`src/rtl/dtw_pkg.sv`:
```
// Shared constants for the DTW processing element: traceback path codes and operand source selects.
package dtw_pkg;

    localparam logic [1:0] PATH_DIAG   = 2'b11;
    localparam logic [1:0] PATH_UP     = 2'b10;
    localparam logic [1:0] PATH_LEFT   = 2'b01;
    localparam logic [1:0] PATH_ORIGIN = 2'b00;

    localparam logic [1:0] SRC_HOLD   = 2'd0;
    localparam logic [1:0] SRC_PREV   = 2'd1;
    localparam logic [1:0] SRC_GLOBAL = 2'd2;
    localparam logic [1:0] SRC_CLEAR  = 2'd3;

    // Clamp an extended sum back to the cost width, flagging overflow in the MSB of the result.
    function automatic logic [16:0] sat_flag_clamp(input logic [16:0] sum, input int dw);
        logic [16:0] res;
        res = sum;
        if (sum[dw]) begin
            res = '0;
            res[dw] = 1'b1;
            for (int b = 0; b < dw; b++) begin
                res[b] = 1'b1;
            end
        end else begin
            res = sum;
        end
        return res;
    endfunction

endpackage

```
`src/rtl/dtw_dist_unit.sv`:
```
// Combinational local distance between two packed feature vectors: L1 (sum of |d|) or Linf (max |d|).
module dtw_dist_unit
    import dtw_pkg::*;
#(
    parameter int NDIM   = 3,
    parameter int FW     = 10,
    parameter int DIST_W = 13
) (
    input  logic [NDIM*FW-1:0] t_i,
    input  logic [NDIM*FW-1:0] r_i,
    input  logic               metric_i,
    output logic [DIST_W-1:0]  dist_o
);

    logic signed [FW:0] ta_s;
    logic signed [FW:0] rb_s;
    logic signed [FW:0] df_s;
    logic        [FW:0] ad_s;
    logic        [FW:0] mx_s;
    logic [DIST_W-1:0]  sum_s;

    // Per-element absolute difference on FW+1 bits so the full signed range never overflows.
    always_comb begin
        ta_s  = '0;
        rb_s  = '0;
        df_s  = '0;
        ad_s  = '0;
        mx_s  = '0;
        sum_s = '0;
        for (int k = 0; k < NDIM; k++) begin
            ta_s  = signed'({t_i[k*FW+FW-1], t_i[k*FW+:FW]});
            rb_s  = signed'({r_i[k*FW+FW-1], r_i[k*FW+:FW]});
            df_s  = ta_s - rb_s;
            ad_s  = df_s[FW] ? (FW+1)'(-df_s) : (FW+1)'(df_s);
            sum_s = sum_s + DIST_W'(ad_s);
            if (ad_s > mx_s) begin
                mx_s = ad_s;
            end else begin
                mx_s = mx_s;
            end
        end
        if (metric_i) begin
            dist_o = DIST_W'(mx_s);
        end else begin
            dist_o = sum_s;
        end
    end

endmodule

```
`src/rtl/dtw_pe_pipe.sv`:
```
// Pipelined DTW processing element: operand registers, neighbour min-select, and a two-stage
// valid/ready pipe ending in a saturating cost adder.
module dtw_pe_pipe
    import dtw_pkg::*;
#(
    parameter int NDIM = 3,
    parameter int FW   = 10,
    parameter int DW   = 16,
    parameter int IW   = 5
) (
    input  logic                clk,
    input  logic                nrst,
    input  logic                ena,
    input  logic                in_valid,
    output logic                in_ready,
    input  logic [1:0]          i_tsrc,
    input  logic [1:0]          i_rsrc,
    input  logic [NDIM*FW-1:0]  T_prev,
    input  logic [NDIM*FW-1:0]  T_global,
    input  logic [NDIM*FW-1:0]  R_prev,
    input  logic [NDIM*FW-1:0]  R_global,
    input  logic [IW-1:0]       i_tindex_prev,
    input  logic [IW-1:0]       i_tindex_glob,
    input  logic [IW-1:0]       i_rindex_prev,
    input  logic [IW-1:0]       i_rindex_glob,
    input  logic [DW-1:0]       D0,
    input  logic [DW-1:0]       D1,
    input  logic [DW-1:0]       D2,
    input  logic [2:0]          i_mask,
    input  logic                i_metric,
    output logic                out_valid,
    input  logic                out_ready,
    output logic [NDIM*FW-1:0]  T,
    output logic [NDIM*FW-1:0]  R,
    output logic [IW-1:0]       o_tindex,
    output logic [IW-1:0]       o_rindex,
    output logic [DW-1:0]       D,
    output logic [1:0]          o_path,
    output logic                o_sat
);

    localparam int VW     = NDIM * FW;
    localparam int DIST_W = FW + 1 + $clog2(NDIM);

    logic [VW-1:0]     t_q, r_q, t_mux_s, r_mux_s, t_d, r_d;
    logic [IW-1:0]     tidx_q, ridx_q, tidx_mux_s, ridx_mux_s, tidx_d, ridx_d;
    logic              accept_s, s2_adv_s;
    logic [DIST_W-1:0] dist_s, s1_dist_q;
    logic [DW-1:0]     pair_min_s, min_s, s1_min_q, d_q;
    logic [1:0]        pair_path_s, path_s, s1_path_q, path_q;
    logic              pair_v_s, s1_v_q, ov_q, sat_q;
    logic [DW:0]       sum_s;

    assign s2_adv_s = ~ov_q | out_ready;
    assign in_ready = ena & (~s1_v_q | s2_adv_s);
    assign accept_s = in_valid & in_ready & ena;

    // Test operand source select.
    always_comb begin
        t_mux_s    = t_q;
        tidx_mux_s = tidx_q;
        case (i_tsrc)
            SRC_HOLD:   begin t_mux_s = t_q;      tidx_mux_s = tidx_q;        end
            SRC_PREV:   begin t_mux_s = T_prev;   tidx_mux_s = i_tindex_prev; end
            SRC_GLOBAL: begin t_mux_s = T_global; tidx_mux_s = i_tindex_glob; end
            default:    begin t_mux_s = '0;       tidx_mux_s = '1;            end
        endcase
    end

    // Reference operand source select; a cleared reference is all ones, unlike the test side.
    always_comb begin
        r_mux_s    = r_q;
        ridx_mux_s = ridx_q;
        case (i_rsrc)
            SRC_HOLD:   begin r_mux_s = r_q;      ridx_mux_s = ridx_q;        end
            SRC_PREV:   begin r_mux_s = R_prev;   ridx_mux_s = i_rindex_prev; end
            SRC_GLOBAL: begin r_mux_s = R_global; ridx_mux_s = i_rindex_glob; end
            default:    begin r_mux_s = '1;       ridx_mux_s = '1;            end
        endcase
    end

    // Operand registers only move on an accepted beat.
    always_comb begin
        if (accept_s) begin
            t_d = t_mux_s;   r_d = r_mux_s;
            tidx_d = tidx_mux_s; ridx_d = ridx_mux_s;
        end else begin
            t_d = t_q;       r_d = r_q;
            tidx_d = tidx_q; ridx_d = ridx_q;
        end
    end

    dtw_dist_unit #(.NDIM(NDIM), .FW(FW), .DIST_W(DIST_W)) u_dist (
        .t_i      (t_mux_s),
        .r_i      (r_mux_s),
        .metric_i (i_metric),
        .dist_o   (dist_s)
    );

    // Min of unmasked neighbours; earlier neighbour wins ties (diag over up over left).
    always_comb begin
        if (!i_mask[0] && (i_mask[1] || D0 <= D1)) begin
            pair_min_s = D0; pair_path_s = PATH_DIAG;   pair_v_s = 1'b1;
        end else if (!i_mask[1]) begin
            pair_min_s = D1; pair_path_s = PATH_UP;     pair_v_s = 1'b1;
        end else begin
            pair_min_s = '0; pair_path_s = PATH_ORIGIN; pair_v_s = 1'b0;
        end
        if (pair_v_s && (i_mask[2] || pair_min_s <= D2)) begin
            min_s = pair_min_s; path_s = pair_path_s;
        end else if (!i_mask[2]) begin
            min_s = D2;         path_s = PATH_LEFT;
        end else begin
            min_s = '0;         path_s = PATH_ORIGIN;
        end
    end

    assign sum_s = {1'b0, s1_min_q} + (DW+1)'(s1_dist_q);

    // Operand and index registers; a low enable clears them like reset.
    always_ff @(posedge clk or negedge nrst) begin
        if (!nrst) begin
            t_q <= '0; r_q <= '0; tidx_q <= '1; ridx_q <= '1;
        end else if (!ena) begin
            t_q <= '0; r_q <= '0; tidx_q <= '1; ridx_q <= '1;
        end else begin
            t_q <= t_d; r_q <= r_d; tidx_q <= tidx_d; ridx_q <= ridx_d;
        end
    end

    // Two-stage pipe; the output stage holds while stalled, and a low enable discards in-flight beats.
    always_ff @(posedge clk or negedge nrst) begin
        if (!nrst) begin
            s1_v_q <= 1'b0; s1_dist_q <= '0; s1_min_q <= '0; s1_path_q <= PATH_ORIGIN;
            ov_q   <= 1'b0; d_q <= '0; path_q <= PATH_ORIGIN; sat_q <= 1'b0;
        end else if (!ena) begin
            s1_v_q <= 1'b0;
            ov_q   <= 1'b0;
        end else begin
            if (accept_s) begin
                s1_v_q    <= 1'b1;
                s1_dist_q <= dist_s;
                s1_min_q  <= min_s;
                s1_path_q <= path_s;
            end else if (s2_adv_s) begin
                s1_v_q <= 1'b0;
            end else begin
                s1_v_q <= s1_v_q;
            end
            if (s2_adv_s) begin
                ov_q <= s1_v_q;
                if (s1_v_q) begin
                    d_q    <= sum_s[DW] ? {DW{1'b1}} : sum_s[DW-1:0];
                    sat_q  <= sum_s[DW];
                    path_q <= s1_path_q;
                end else begin
                    d_q <= d_q; sat_q <= sat_q; path_q <= path_q;
                end
            end else begin
                ov_q <= ov_q;
            end
        end
    end

    assign T         = t_q;
    assign R         = r_q;
    assign o_tindex  = tidx_q;
    assign o_rindex  = ridx_q;
    assign out_valid = ov_q;
    assign D         = d_q;
    assign o_path    = path_q;
    assign o_sat     = sat_q;

endmodule

```
`config.mk`:
```
export PLATFORM = sky130hd
export DESIGN_NAME = dtw_pe_pipe
export DESIGN_NICKNAME = d
export VERILOG_FILES = /design/src/rtl/dtw_pkg.sv /design/src/rtl/dtw_dist_unit.sv /design/src/rtl/dtw_pe_pipe.sv
export SDC_FILE = /design/constraint.sdc
export NUM_CORES = 1
export LEC_CHECK = 0
export ABC_AREA = 1
export CAP_MARGIN = 20
export CORE_MARGIN = 3
export CORE_UTILIZATION = 53
export CTS_CLUSTER_DIAMETER = 40
export CTS_CLUSTER_SIZE = 10
export DETAILED_ROUTE_END_ITERATION = 8
export GPL_TIMING_DRIVEN = 1
export HOLD_SLACK_MARGIN = 0.05
export MAX_ROUTING_LAYER = met4
export PLACE_DENSITY = 0.9
export SKIP_LAST_GASP = 1
export SYNTH_ARGS = -nofsm -noshare
export SYNTH_HDL_FRONTEND = slang
export SYNTH_HIERARCHICAL = 1
export SYNTH_SLANG_ARGS = --single-unit
export TNS_END_PERCENT = 50
```
`constraint.sdc`:
```
create_clock -name clk -period 7 [get_ports clk]
set_input_delay 0.7 -clock clk [delete_from_list [all_inputs] [get_ports clk]]
set_output_delay 0.7 -clock clk [all_outputs]
set_load 0.01 [all_outputs]
```
==> flow_summary.toml <==
[outcome]
status = "complete, no violations"

[pwr]
power.density_mw_per_mm2 = 317
max-vdd-ir-drop_uv = 503
total_power_uw = 5470
p_sw_uw = 2620
p_sw_share_pct = 47.8
p_leak_uw = 0.00959
power_frac_comb_pct = 65.8
clkPwrFrac_pct = 17.2
p_int_uw = 2860
p_seq_share_pct = 17.0

[synthesis]
yosysTopAreaCell = "dfrtp_1"
synthTopCellsByCount = "647 x nand2_1, 348 x inv_1, 207 x nand3_1"
synth.top_cell.area_share_pct = 21.5
syn_inst = 2036
syn_area_sq_mm = 0.0130
ys_seq_elements = 122
ys_seq_area_share_pct = 23.5
synth_most_common_cell = "nand2_1"
syn_nets = 2371
synth_ff_type = "dfrtp_1"
synth_edf_count = 0
syn_area_per_cell_sq_um = 6.40
synthTopCellsByArea = "dfrtp_1 22%, nand2_1 19%, ha_1 11%"
ys_warn_count = 6
synthArstFlopShare_pct = 100
synth_cell_type_count = 55

[cts]
cts_setup_buffers = 0
cts_num_sinks = 122
path_clk_slew_ns = 0.06
clock_path_buffers = 2
clk_latency_ns = 0.43
htree_levels = 4
cts_root_buf = "clkbuf_16"
numCtsBuffers = 17
cts_tree = "built"
cts_hold_buf = 0

[floorplan]
die_area_sq_mm = 0.0265
coreArea_sq_mm = 0.0238
die_h_microns = 163
die_w_microns = 163
initial_utilization_pct = 54.7
ios = 292
num_rows = 56

[critical_path]
critPathMaxFanout = 18
path_class = "in -> reg"
reg2reg_slack_ns = 1.35
cpMaxStageDelayCell = "clkdlybuf4s50_1"
crit_required_ns = 7.34
endpoint_kind = "flop"
cp_slowest_stage_delay_ns = 0.55
arrival_ns = 6.88
crit_path_frequent_cell = "nand2_1"
start_kind = "input port"

[global_route]
grt_max_degree = 93
antenna_found_initial = 1
grt_usage_pct = 34.3
grt_pass1_wl_microns = 71400
grt_pass1_vias = 14100
overflow = 0

[sta]
tns_ns = 0
relSlewSlack_pct = 39.4
drv_slew = 0
finalHoldViolations = 0
tightest_slew_ns = 0.908
period_share_pct = 93.5
fin_crit_ns = 6.55
finClkSkew_ns = 0.0116
fmax_mhz = 153
hold-worst-slack_ns = 0.271
setup_viol_count_final = 0

[finish]
multi_input_area_sq_mm = 0.00834
fillers = 1962
drive_above_1_share_pct = 9.56
fin_nets = 2687
final_util_pct = 72.6
area_growth_pct = 32.8
fin_area_sq_mm = 0.0173
register_area_sq_mm = 0.00307

[detailed_routing]
drt_iter0_markers = 1373
drc = 0
dr.pass1.iters = 8
routedWlPerCell_microns = 16.8
viasPerCell = 5.46
num_vias = 14700
drt-total-wl_microns = 45000
ant_nets = 0

[placed_design]
place_area_sq_mm = 0.0166
io_buffers = 291
dp_hpwl_microns = 35900
globalplace.congestion = 1.01

[min_path]
hp-class = "in -> async"

[run]
maxCapViolCount = 0
-- power by group through the flow --
stage	Sequential, uW	Clock (uW)	Combinational (uW)
6_report	929	942	3600
3_3_place_gp	934	0	3390
3_5_place_dp	937	0	3460
2_1_floorplan	949	0	2220
5_1_grt	942	979	4010
4_1_cts	927	944	3490
-- final cells by class --
class	instances	area share (%)
Clock buffer	17	2.46
Antenna cell	1	0.0145
Sequential cell	122	17.7
Inverter	359	7.83
Tap cell	319	2.31
Timing Repair Buffer	366	20.3
Multi-Input combinational cell	1486	48.2
Clock inverter	15	1.09
-- worst paths after layout --
path                              startpoint      endpoint  cells past startpoint
worst max-delay path               i_tsrc[1]  s1_dist_q[1]                     39
worst min-delay path                    nrst         T[19]                      1
worst max register to register          T[1]  s1_dist_q[1]                     35
worst min register to register  s1_dist_q[3]  s1_dist_q[3]                      2
max in group asynchronous               nrst   o_rindex[0]                      3
min in group clk                s1_dist_q[3]  s1_dist_q[3]                      2
-- cells in the final DEF (no fill, tap or decap), types with 3 or more instances in the layout --
master,n
a31oi_1,12
o31ai_2,7
bufinv_16,3
xor2_2,3
nor2_1,95
o21ai_2,4
xnor2_1,10
nand3b_1,19
dfrtp_1,112
nand2_4,8
o21ai_4,3
nor3_1,10
o21bai_1,7
inv_6,5
ha_1,113
a21oi_1,108
nand3_1,207
clkdlybuf4s50_1,289
nand2_1,645
inv_1,345
fa_1,15
xor2_1,7
clkbuf_16,17
o31ai_1,19
nand2_2,26
nand4_1,18
buf_4,72
o21ai_0,67
inv_2,10
dfstp_2,10
o21ai_1,4
nor2_2,8
a21oi_2,15
ha_2,4
a21o_1,5
clkinv_4,3
and2_1,19
-- layer usage --
layer | vias up | track usage, % | share of wire (%)
met2 | 656 | 55.0 | 46
met5 | - | - | 0
met3 | 109 | 5.85 | 7.8
li1 | 7087 | - | -
met1 | 6804 | 44.7 | 43
met4 | 0 | 10.3 | 3.0
-- sequential cells by signal, indices dropped and copies added, names as in the netlist --
register / count
out_valid: 1
o_sat: 1
T: 30
R: 30
s1_min_q: 16
s1_path_q: 2
D: 16
o_tindex: 5
o_rindex: 5
s1_dist_q: 13
o_path: 2
s1_v_q: 1
-- critical path, delay by kind of cell --
| kind | cells | cell delay, ns |
|---|---|---|
| buf+inv | 11 | 1.73 |
| compound gates | 3 | 0.63 |
| simple gates | 21 | 2.71 |
| fa+ha+maj | 4 | 1.12 |
-- per-stage QoR --
step	setup WS (ns)	instances
2_1_floorplan	0.844	2036
3_3_place_gp	-0.0195	2651
3_5_place_dp	-0.114	2651
4_1_cts	0.278	2683
5_1_grt	-0.0350	2685
6_report	0.454	2685
-- repair_timing --
action                     in CTS  in global routing
hold endpoints to repair        0                  0
setup endpoints to repair       0                 11
resized for setup               0                 27
-- cells by family after synthesis --
| group | count (synthesis) | synth area share (%) |
|---|---|---|
| flops | 122 | 23.5 |
| buf+inv | 428 | 13.1 |
| fa+ha+maj | 134 | 13.8 |
| simple gates | 1068 | 35.8 |
| xor+xnor | 22 | 1.77 |
| compound gates | 262 | 12.0 |
(Power assumes the default switching activity.)
